`src/rtl/blank_symbol_gen.sv`:
```
// Multi-lane blanking symbol generator: BS/BF framing, START VB-ID/Mvid/Maud, VBlank MSA packet, BE framing.
// Optional macro BLANK_SR_EN enables periodic SR substitution in BS sequences (sr_ctr present only then).
module blank_symbol_gen #(
    parameter int LANES     = 4,
    parameter int SR_PERIOD = 512,
    parameter int MSA_MAX   = 36
) (
    input  logic                 clk,
    input  logic                 rst,
    input  logic                 sched_blank_en,
    input  logic                 sched_blank_id,
    input  logic [1:0]           sched_blank_state,
    input  logic [1:0]           td_lane_count,
    input  logic                 vbid_field_id,
    input  logic                 vbid_no_audio,
    input  logic [7:0]           mvid_lsb,
    input  logic [7:0]           maud_lsb,
    input  logic [8*LANES-1:0]   sec_steered_out,
    input  logic                 sec_steered_vld,
    output logic [1:0]           blank_steering_state,
    output logic [LANES-1:0]     blank_control_sym_flag,
    output logic [8*LANES-1:0]   blank_symbols
);

    localparam int CNT_W = $clog2(MSA_MAX + 1);
    localparam logic [7:0] K_BS = 8'hBC;
    localparam logic [7:0] K_BF = 8'hBD;
    localparam logic [7:0] K_SR = 8'h1C;
    localparam logic [7:0] K_BE = 8'hBE;
    localparam logic [7:0] K_SS = 8'hDC;
    localparam logic [7:0] K_SE = 8'hDE;

    typedef enum logic [1:0] {
        ST_BLANK = 2'b00,
        ST_BS    = 2'b01,
        ST_START = 2'b10,
        ST_BE    = 2'b11
    } blank_state_t;

    typedef enum logic [1:0] {
        MSA_SS0  = 2'b00,
        MSA_SS1  = 2'b01,
        MSA_DATA = 2'b10
    } msa_state_t;

    logic [7:0]         r_phase, w_phaseNxt, w_phase, w_k;
    logic [1:0]         r_prevState, w_prevNxt, w_idx;
    msa_state_t         r_msaState, w_msaStateNxt;
    logic [CNT_W-1:0]   r_msaCnt, w_msaCntNxt;
    logic               r_msaDone, w_msaDoneNxt;
    logic [2:0]         w_active;
    logic [7:0]         w_startLen;
    logic [7:0]         w_sym;
    logic               w_flag, w_useMsa, w_srHit, w_srAdvance;
    logic [1:0]         w_steer;
    logic [8*LANES-1:0] w_symbolsNxt;
    logic [LANES-1:0]   w_flagNxt;

`ifdef BLANK_SR_EN
    localparam int SR_W = (SR_PERIOD > 1) ? $clog2(SR_PERIOD) : 1;
    logic [SR_W-1:0] r_srCtr;
    assign w_srHit = (r_srCtr == '0);
`else
    assign w_srHit = 1'b0;
`endif

    // Active lane count (reserved code means one lane) capped at the physical width; START repetition follows from it.
    always_comb begin
        case (td_lane_count)
            2'b01:   w_active = 3'd2;
            2'b11:   w_active = 3'd4;
            default: w_active = 3'd1;
        endcase
        if (w_active > 3'(LANES)) w_active = 3'(LANES);
        case (w_active)
            3'd4:    w_startLen = 8'd3;
            3'd2:    w_startLen = 8'd6;
            default: w_startLen = 8'd12;
        endcase
    end

    always_comb begin
        w_phase       = (sched_blank_state != r_prevState) ? 8'd0 : r_phase;
        w_idx         = w_phase[1:0];
        w_k           = w_phase % 8'd3;
        w_phaseNxt    = r_phase;
        w_prevNxt     = r_prevState;
        w_msaStateNxt = r_msaState;
        w_msaCntNxt   = r_msaCnt;
        w_msaDoneNxt  = r_msaDone;
        w_sym         = 8'h00;
        w_flag        = 1'b0;
        w_steer       = 2'b00;
        w_useMsa      = 1'b0;
        w_srAdvance   = 1'b0;
        if (sched_blank_en) begin
            w_prevNxt = sched_blank_state;
            case (blank_state_t'(sched_blank_state))
                ST_BS: begin
                    w_flag     = 1'b1;
                    w_phaseNxt = {6'd0, w_idx + 2'd1};
                    if (w_idx == 2'd1 || w_idx == 2'd2) w_sym = K_BF;
                    else                                w_sym = w_srHit ? K_SR : K_BS;
                    if (w_idx == 2'd3) begin
                        w_steer     = 2'b01;
                        w_srAdvance = 1'b1;
                    end
                end
                ST_BE: begin
                    w_flag     = 1'b1;
                    w_phaseNxt = {6'd0, w_idx + 2'd1};
                    w_sym      = (w_idx == 2'd1 || w_idx == 2'd2) ? K_BF : K_BE;
                    if (w_idx == 2'd3) w_steer = 2'b01;
                end
                ST_START: begin
                    if (w_phase < w_startLen) begin
                        case (w_k[1:0])
                            2'd0:    w_sym = {4'b0, vbid_no_audio, 1'b0, vbid_field_id, ~sched_blank_id};
                            2'd1:    w_sym = mvid_lsb;
                            default: w_sym = maud_lsb;
                        endcase
                    end
                    // Parking at 0xFF after the last cycle keeps a mid-START lane change from re-pulsing or stalling.
                    if (w_phase >= w_startLen - 8'd1) begin
                        if (w_phase != 8'hFF) w_steer = 2'b01;
                        w_phaseNxt = 8'hFF;
                    end else begin
                        w_phaseNxt = w_phase + 8'd1;
                    end
                end
                default: begin
                    w_phaseNxt = (w_phase == 8'hFF) ? w_phase : w_phase + 8'd1;
                    if (sched_blank_id) begin
                        w_msaStateNxt = MSA_SS0;
                        w_msaCntNxt   = '0;
                        w_msaDoneNxt  = 1'b0;
                    end else if (!r_msaDone) begin
                        case (r_msaState)
                            MSA_SS0: begin
                                w_sym = K_SS; w_flag = 1'b1; w_steer = 2'b10;
                                w_msaStateNxt = MSA_SS1;
                            end
                            MSA_SS1: begin
                                w_sym = K_SS; w_flag = 1'b1; w_steer = 2'b10;
                                w_msaStateNxt = MSA_DATA;
                            end
                            MSA_DATA: begin
                                if (sec_steered_vld && r_msaCnt != CNT_W'(MSA_MAX)) begin
                                    w_useMsa    = 1'b1;
                                    w_steer     = 2'b10;
                                    w_msaCntNxt = r_msaCnt + 1'b1;
                                end else begin
                                    w_sym        = K_SE;
                                    w_flag       = 1'b1;
                                    w_msaDoneNxt = 1'b1;
                                end
                            end
                            default: w_msaStateNxt = MSA_SS0;
                        endcase
                    end
                end
            endcase
        end
        w_symbolsNxt = '0;
        w_flagNxt    = '0;
        for (int i = 0; i < LANES; i++) begin
            if (3'(i) < w_active) begin
                w_symbolsNxt[8*i +: 8] = w_useMsa ? sec_steered_out[8*i +: 8] : w_sym;
                w_flagNxt[i]           = w_flag;
            end
        end
    end

    always_ff @(posedge clk) begin
        if (rst) begin
            r_phase                <= '0;
            r_prevState            <= 2'b00;
            r_msaState             <= MSA_SS0;
            r_msaCnt               <= '0;
            r_msaDone              <= 1'b0;
            blank_steering_state   <= 2'b00;
            blank_control_sym_flag <= '0;
            blank_symbols          <= '0;
        end else begin
            r_phase                <= w_phaseNxt;
            r_prevState            <= w_prevNxt;
            r_msaState             <= w_msaStateNxt;
            r_msaCnt               <= w_msaCntNxt;
            r_msaDone              <= w_msaDoneNxt;
            blank_steering_state   <= w_steer;
            blank_control_sym_flag <= w_flagNxt;
            blank_symbols          <= w_symbolsNxt;
        end
    end

`ifdef BLANK_SR_EN
    // Wraps naturally because SR_PERIOD is a power of two.
    always_ff @(posedge clk) begin
        if (rst)              r_srCtr <= '0;
        else if (w_srAdvance) r_srCtr <= r_srCtr + 1'b1;
    end
`endif

endmodule

```
`config.mk`:
```
export PLATFORM = sky130hd
export DESIGN_NAME = blank_symbol_gen
export DESIGN_NICKNAME = d
export VERILOG_FILES = /design/src/rtl/blank_symbol_gen.sv
export SDC_FILE = /design/constraint.sdc
export NUM_CORES = 1
export LEC_CHECK = 0
export ABC_AREA = 1
export CAP_MARGIN = 20
export CORE_MARGIN = 2
export CORE_UTILIZATION = 45
export DETAILED_ROUTE_END_ITERATION = 8
export PLACE_DENSITY_LB_ADDON = 0.05
export SLEW_MARGIN = 20
export SYNTH_ARGS = -nofsm -noshare
export SYNTH_HDL_FRONTEND = slang
export SYNTH_SLANG_ARGS = --single-unit
```
`constraint.sdc`:
```
create_clock -name clk -period 11.2 [get_ports clk]
set_clock_uncertainty 0.15 [all_clocks]
set_input_delay 2.24 -clock clk [delete_from_list [all_inputs] [get_ports clk]]
set_output_delay 2.24 -clock clk [all_outputs]
set_load 0.005 [all_outputs]
```
==> results of run 1 <==
[where the power goes]
part	internal [mW]	switching, mW	leakage, nW	total, mW
combinational	0.0394	0.0428	1.21	0.0823
sequential	0.205	0.00269	0.455	0.208
clock	0.0446	0.0685	0.0445	0.113
[worst min-delay path, stage by stage (launching register included)]
cell and delay, ns:
dfxtp_1 0.33, nand2_1 0.06, a21oi_1 0.05
[sequential cells by signal, indices dropped and copies added, names as in the netlist]
signal and flops:
r_msaState 2, r_msaCnt 6, blank_symbols 32, r_phase 8, r_prevState 2, blank_control_sym_flag 3, r_msaDone 1, blank_steering_state 2
[layout make-up]
| class | instances | area, um^2 |
|---|---|---|
| fillers | 665 | 2510 |
| multi-input cells | 326 | 1780 |
| flip-flops and latches | 56 | 1120 |
| repair buffers | 98 | 976 |
| inverters | 51 | 191 |
| well taps | 96 | 120 |
| clock buffers | 5 | 68.8 |
| clock inverters | 3 | 21.3 |
[cell families (layout without fill, tap and decap cells)]
logic type	count (synthesis)	in the layout	share of synthesized area (%)
xor gates and xnor gates	7	7	1.94
and+or+nand+nor	213	213	31.2
AOI/OAI and AO/OA	91	91	17.2
buffers and inverters	65	157	8.34
adders and majority gates	15	15	5.93
DFF	56	56	35.4
[layer usage]
layer / global-route usage [%] / up-vias
met5: 0 / -
met4: 5.03 / 0
met1: 31.6 / 1473
li1: - / 1655
met3: 5.18 / 8
met2: 38.4 / 90
[path summary, 6_finish.rpt]
path,from,to,slack [ns],cells past startpoint
setup reg to reg,r_prevState[1],blank_symbols[31],6.85,30
hold / removal,r_msaCnt[5],r_msaCnt[5],0.32,2
setup / recovery,sched_blank_state[0],blank_symbols[31],4.53,32
hold reg to reg,r_msaCnt[5],r_msaCnt[5],0.32,2
[cells in the final DEF, fill, tap and decap left out, types with 2 or more instances in the layout]
cell	instances
nand2_1	106
clkdlybuf4s50_1	96
dfxtp_1	56
a21oi_1	47
inv_1	45
nand3_1	39
nor2_1	32
ha_1	15
o21ai_0	13
nand2_2	12
nand3_2	7
xor2_1	6
o211ai_1	6
a211oi_1	5
nor3_1	5
clkbuf_8	5
inv_2	3
nor2_2	3
nand4_1	3
clkinv_1	3
o21ai_1	3
o21ai_2	3
nor2_4	2
nand2_4	2
a21oi_2	2
a31oi_1	2
buf_4	2
==> metrics.txt, run 1 <==
Syn Area/Cell slightly above 7 um^2; Final Net Count about 600; postcts setup bufs 0; Vias/cell between 5 and 6; synth unique cells between 40 and 50; CTS tree done; Top Metal Used met4; Tot GR Track Use between 20% and 30%; I/O pin count just under 100; first-pass GRT wire length between 10 and 15 mm; setup_tns 0 ns; Synthesized Nets around 520; setup ws final ~4.5 ns; delay-heaviest family, CP simple AND/OR/NAND/NOR gates; DPL Wire Length just over 7 mm; sequential share of the synthesized area a little over a third; Placement Cell Area between 4000 and 5000 um^2; Num CTS Buffers 5; Cells after Synth ~450; die area 7720 um^2; root buffer selected by CTS clkbuf_8; max-slew violations 0; largest net degree at the start of global routing 38; Setup Crit Path Kind in2reg; final hold viol count 0; worst hold path class reg2reg; startpoint types input pin; Routability Congestion just under 0.9; Min Hold Slack between 0.3 and 0.4 ns; Initial Util 46.6%; layout cells sized above 1 about 8.7%; Post-synth EDFFs 0; total wire length approximately 8.9 mm; Final period util about three fifths; count leader, synth nand2_1; Arr. time, crit path ~6.7 ns; Cell Rows 30; Buf/Inv on CP 5; number of inserted diodes 0; antenna-violating nets left 0; Post-Place Cells around 630; DRC errors left 0; Pleak between 1.5 and 2 nW; Pre-antenna DRT Iters 4; dpl ws between 4 and 5 ns; Total Power between 0.4 and 0.5 mW; CTS Sinks 56; maxcap violations 0; cell area after synthesis 3160 um^2; fin cells 635; RSZ-0062 raised after global routing false; CP max-delay cell clkdlybuf4s50_1; Post-synth top cells nand2_1, dfxtp_1, a21oi_1, inv_1, nand3_1; Max stage delay on crit path about 0.73 ns; Wirelength per Cell between 10 and 15 um; Data required, critical path approximately 11 ns; CP endpoint kind flop; clock buffer depth 2; H-tree depth 2; CTS Hold Bufs 0; peak supply drop 0.0000645 V; Met2 Routed Length between 4 and 5 mm; synthesis-to-finish area growth 35.3%; vias roughly 3200; Final Util between 60% and 70%; leading area contributor after synthesis dfxtp_1; YS warnings 0; measured slew at the worst slew-check pin 0.703 ns; CP Max Fanout 11; slew margin rel. between 50% and 60%; Met3 Routed Length approximately 520 um; initial antenna violation count 0; 1st-iter DRT viols about 150; most frequent CP cell nand2_1; Peak Freq ~0.15 GHz; design area ~4300 um^2; core area ~6800 um^2; Chip Height slightly below 90 um; IO buf count 96; vias in the first global route around 3000; synth top area cells dfxtp_1, nand2_1, a21oi_1, nand3_1, ha_1; Post-CTS Resized 0; fraction of registers with async set/reset 0%; Chip Width between 80 and 90 um; Tmin final approximately 6.7 ns; later-pin clock latency in the skew report 0.31 ns; Seq cells post-synth 56; status finished clean; share of the synthesized area in the top cell type ~35%; clk slew on worst S/H paths 0.10 ns; power density over cell area between 90 and 100 nW/um^2; setup violators final 0; Synth Flop Type dfxtp_1; GRT Residual Overflow 0; M1 wire length between 4 and 5 mm
Note: power is estimated with default switching activity, not from simulation.
==> run 2: changes to the inputs <==
--- a/config.mk
+++ b/config.mk
@@ -8,7 +8,7 @@
 export ABC_AREA = 1
 export CAP_MARGIN = 20
 export CORE_MARGIN = 2
-export CORE_UTILIZATION = 45
+export CORE_UTILIZATION = 43
 export DETAILED_ROUTE_END_ITERATION = 8
 export PLACE_DENSITY_LB_ADDON = 0.05
 export SLEW_MARGIN = 20
==> constraint.sdc (replaced) <==
create_clock -name clk -period 5.6 [get_ports clk]
set_clock_uncertainty 0.15 [all_clocks]
set_input_delay 1.12 -clock clk [delete_from_list [all_inputs] [get_ports clk]]
set_output_delay 1.12 -clock clk [all_outputs]
set_load 0.005 [all_outputs]
==> metrics.txt, run 2 (synthesized netlist as in run 1, its figures left out) <==
CTS tree done; fin cells 647 (+1.9%); DPL Wire Length 7.27 mm (+2.5%); Tmin final just under 5 ns; Placement Cell Area 4250 um^2 (+1.5%); CP max-delay cell o21ai_2; largest net degree at the start of global routing 20 (-47%); Wirelength per Cell 14.2 um (+1.2%); setup_tns 0 ns (unchanged); synthesis-to-finish area growth 38.1%; peak supply drop 0.0000784 V (+22%); vias in the first global route 3079 (+3.7%); CTS Sinks 56 (unchanged); Min Hold Slack 0.329 ns (+0.00765 ns); Switch Pwr 0.227 mW (+99%); final hold viol count 0 (unchanged); Pint 0.581 mW (+100%); most frequent cells in the layout nand2_1, clkdlybuf4s50_1, dfxtp_1; vias 3232 (+0.19%); Setup Crit Path Kind in2reg; startpoint types input pin; Comb pwr share 21.0% (+0.6 points); Vias/cell 5.00 (-1.7%); maxcap violations 0 (unchanged); IO buf count 96 (unchanged); Cell Rows 31 (+3.3%); Final period util between 80% and 90%; Clock Power Share 27.6% (-0.5 points); max FFs per register 32 (unchanged); first-pass GRT wire length 15.2 mm (+7.3%); worst hold path class reg2reg; Peak Freq between 0.2 and 0.25 GHz; Pleak 1.78 nW (+3.7%); Chip Height 89.8 um (+2.2%); Num CTS Buffers 5 (unchanged); Initial Util 44.1% (-2.5 points); Pre-antenna DRT Iters 4 (unchanged); Tot GR Track Use 22.9% (-0.53 points); RSZ-0062 raised after global routing false; root buffer selected by CTS clkbuf_8; Top reg by flops blank_symbols; CP endpoint kind flop; Final Net Count 621 (+1.5%); GRT Residual Overflow 0 (unchanged); most frequent CP cell nand2_1; Sw Ratio 28.0% (-0.24 points); later-pin clock latency in the skew report 0.31 ns (about the same); Routability Congestion 0.959 (+9.0%); max-slew violations 0 (unchanged); number of inserted diodes 0 (unchanged); clock buffer depth 2 (unchanged); setup violators final 0 (unchanged); Max stage delay on crit path 0.25 ns (-0.48 ns); 1st-iter DRT viols 147 (unchanged); most common cell after layout, fill and taps aside nand2_1; layout cells sized above 1 10.8% (+2.0 points); Data required, critical path 5.61 ns (-5.61 ns); clk slew on worst S/H paths 0.10 ns (about the same); die area 8060 um^2 (+4.4%); DRC errors left 0 (unchanged); Chip Width 89.8 um (+2.2%); CP Max Fanout 11 (unchanged); Post-Place Cells 638 (+1.8%); initial antenna violation count 0 (unchanged); antenna-violating nets left 0 (unchanged); design area 4370 um^2 (+2.1%); status finished clean; H-tree depth 2 (unchanged); Arr. time, crit path 4.84 ns (-1.85 ns); total wire length 9.21 mm (+3.1%); I/O pin count 97 (unchanged); sequential power share 51.5% (about the same); measured slew at the worst slew-check pin 0.741 ns (+0.0385 ns); slew margin rel. 50.4% (-2.4 points); Largest regs blank_symbols: 32 flops, r_phase: 8 flops, r_msaCnt: 6 flops; power density over cell area 185 nW/um^2 (+96%); core area 7180 um^2 (+5.6%)
[run 2: cell count changes in the layout (fill, tap and decap cells not counted), sizes merged]
cell / previous run / this run
clkdlybuf4s50: 96 / 94
clkbuf: 5 / 6
buf: 2 / 11
inv: 49 / 48
dlymetal6s2s: 0 / 2
[run 2: path summary, 6_finish.rpt]
kind | startpoint | slack, ns | endpoint | depth (start not counted)
worst max-delay path | sched_blank_state[1] | 0.77 | blank_symbols[21] | 34
worst min-delay path | r_msaCnt[5] | 0.33 | r_msaCnt[5] | 2
worst max register to register | r_prevState[1] | 1.43 | blank_symbols[21] | 33
worst min register to register | r_msaCnt[5] | 0.33 | r_msaCnt[5] | 2
[run 2: power groups by stage]
stage | clock network [mW] | logic, mW | registers [mW]
CTS | 0.230 | 0.168 | 0.416
detailed placement | 0 | 0.167 | 0.425
floorplan | 0 | 0.0845 | 0.425
global route | 0.247 | 0.186 | 0.417
global placement | 0 | 0.166 | 0.425
finish | 0.223 | 0.169 | 0.416
[run 2: per-layer routing]
layer	GRT usage, %	routed length (um)	vias up
met5	0	0	-
met4	5.26	76	0
met3	3.10	425	6
met2	39.6	4490	82
met1	30.4	4220	1466
li1	-	-	1678
[run 2: area by class of cell]
type,count,area (um^2)
repair buffers,107,1050
well taps,99,124
clock buffers,6,72.6
multi-input cells,326,1800
inverters,51,191
fillers,671,2810
clock inverters,2,16.3
flip-flops and latches,56,1120
[run 2: critical path: cells and delay by family]
family	cells	cell delay (ns)
buffers and inverters	7	0.68
AO/OA/AOI/OAI	4	0.58
adder cells (fa/ha/maj)	2	0.40
AND/OR/NAND/NOR	21	2.03
[run 2: timing repair]
item,in CTS,in global routing
setup endpoints to repair,0,30
hold buffers,0,0
buffers inserted,0,1
gates resized for setup,0,6
[run 2: metrics by stage]
stage | setup WS [ns] | total power [mW] | utilization [%]
CTS | 0.309 | 0.814 | 60.5
global route | 0.291 | 0.850 | 60.9
global placement | 0.126 | 0.591 | 59.3
floorplan | 1.06 | 0.509 | -
detailed placement | -0.0150 | 0.591 | 59.3
finish | 0.771 | 0.808 | 60.9
==> run 3: changes to the inputs <==
--- a/config.mk
+++ b/config.mk
@@ -9,7 +9,9 @@
 export CAP_MARGIN = 20
 export CORE_MARGIN = 2
 export CORE_UTILIZATION = 43
+export CTS_CLUSTER_SIZE = 24
 export DETAILED_ROUTE_END_ITERATION = 8
+export HOLD_SLACK_MARGIN = 0.06
 export PLACE_DENSITY_LB_ADDON = 0.05
 export SLEW_MARGIN = 20
 export SYNTH_ARGS = -nofsm -noshare
==> results of run 3 <==
The final DEF is identical to that of run 2; final timing and power are the same.
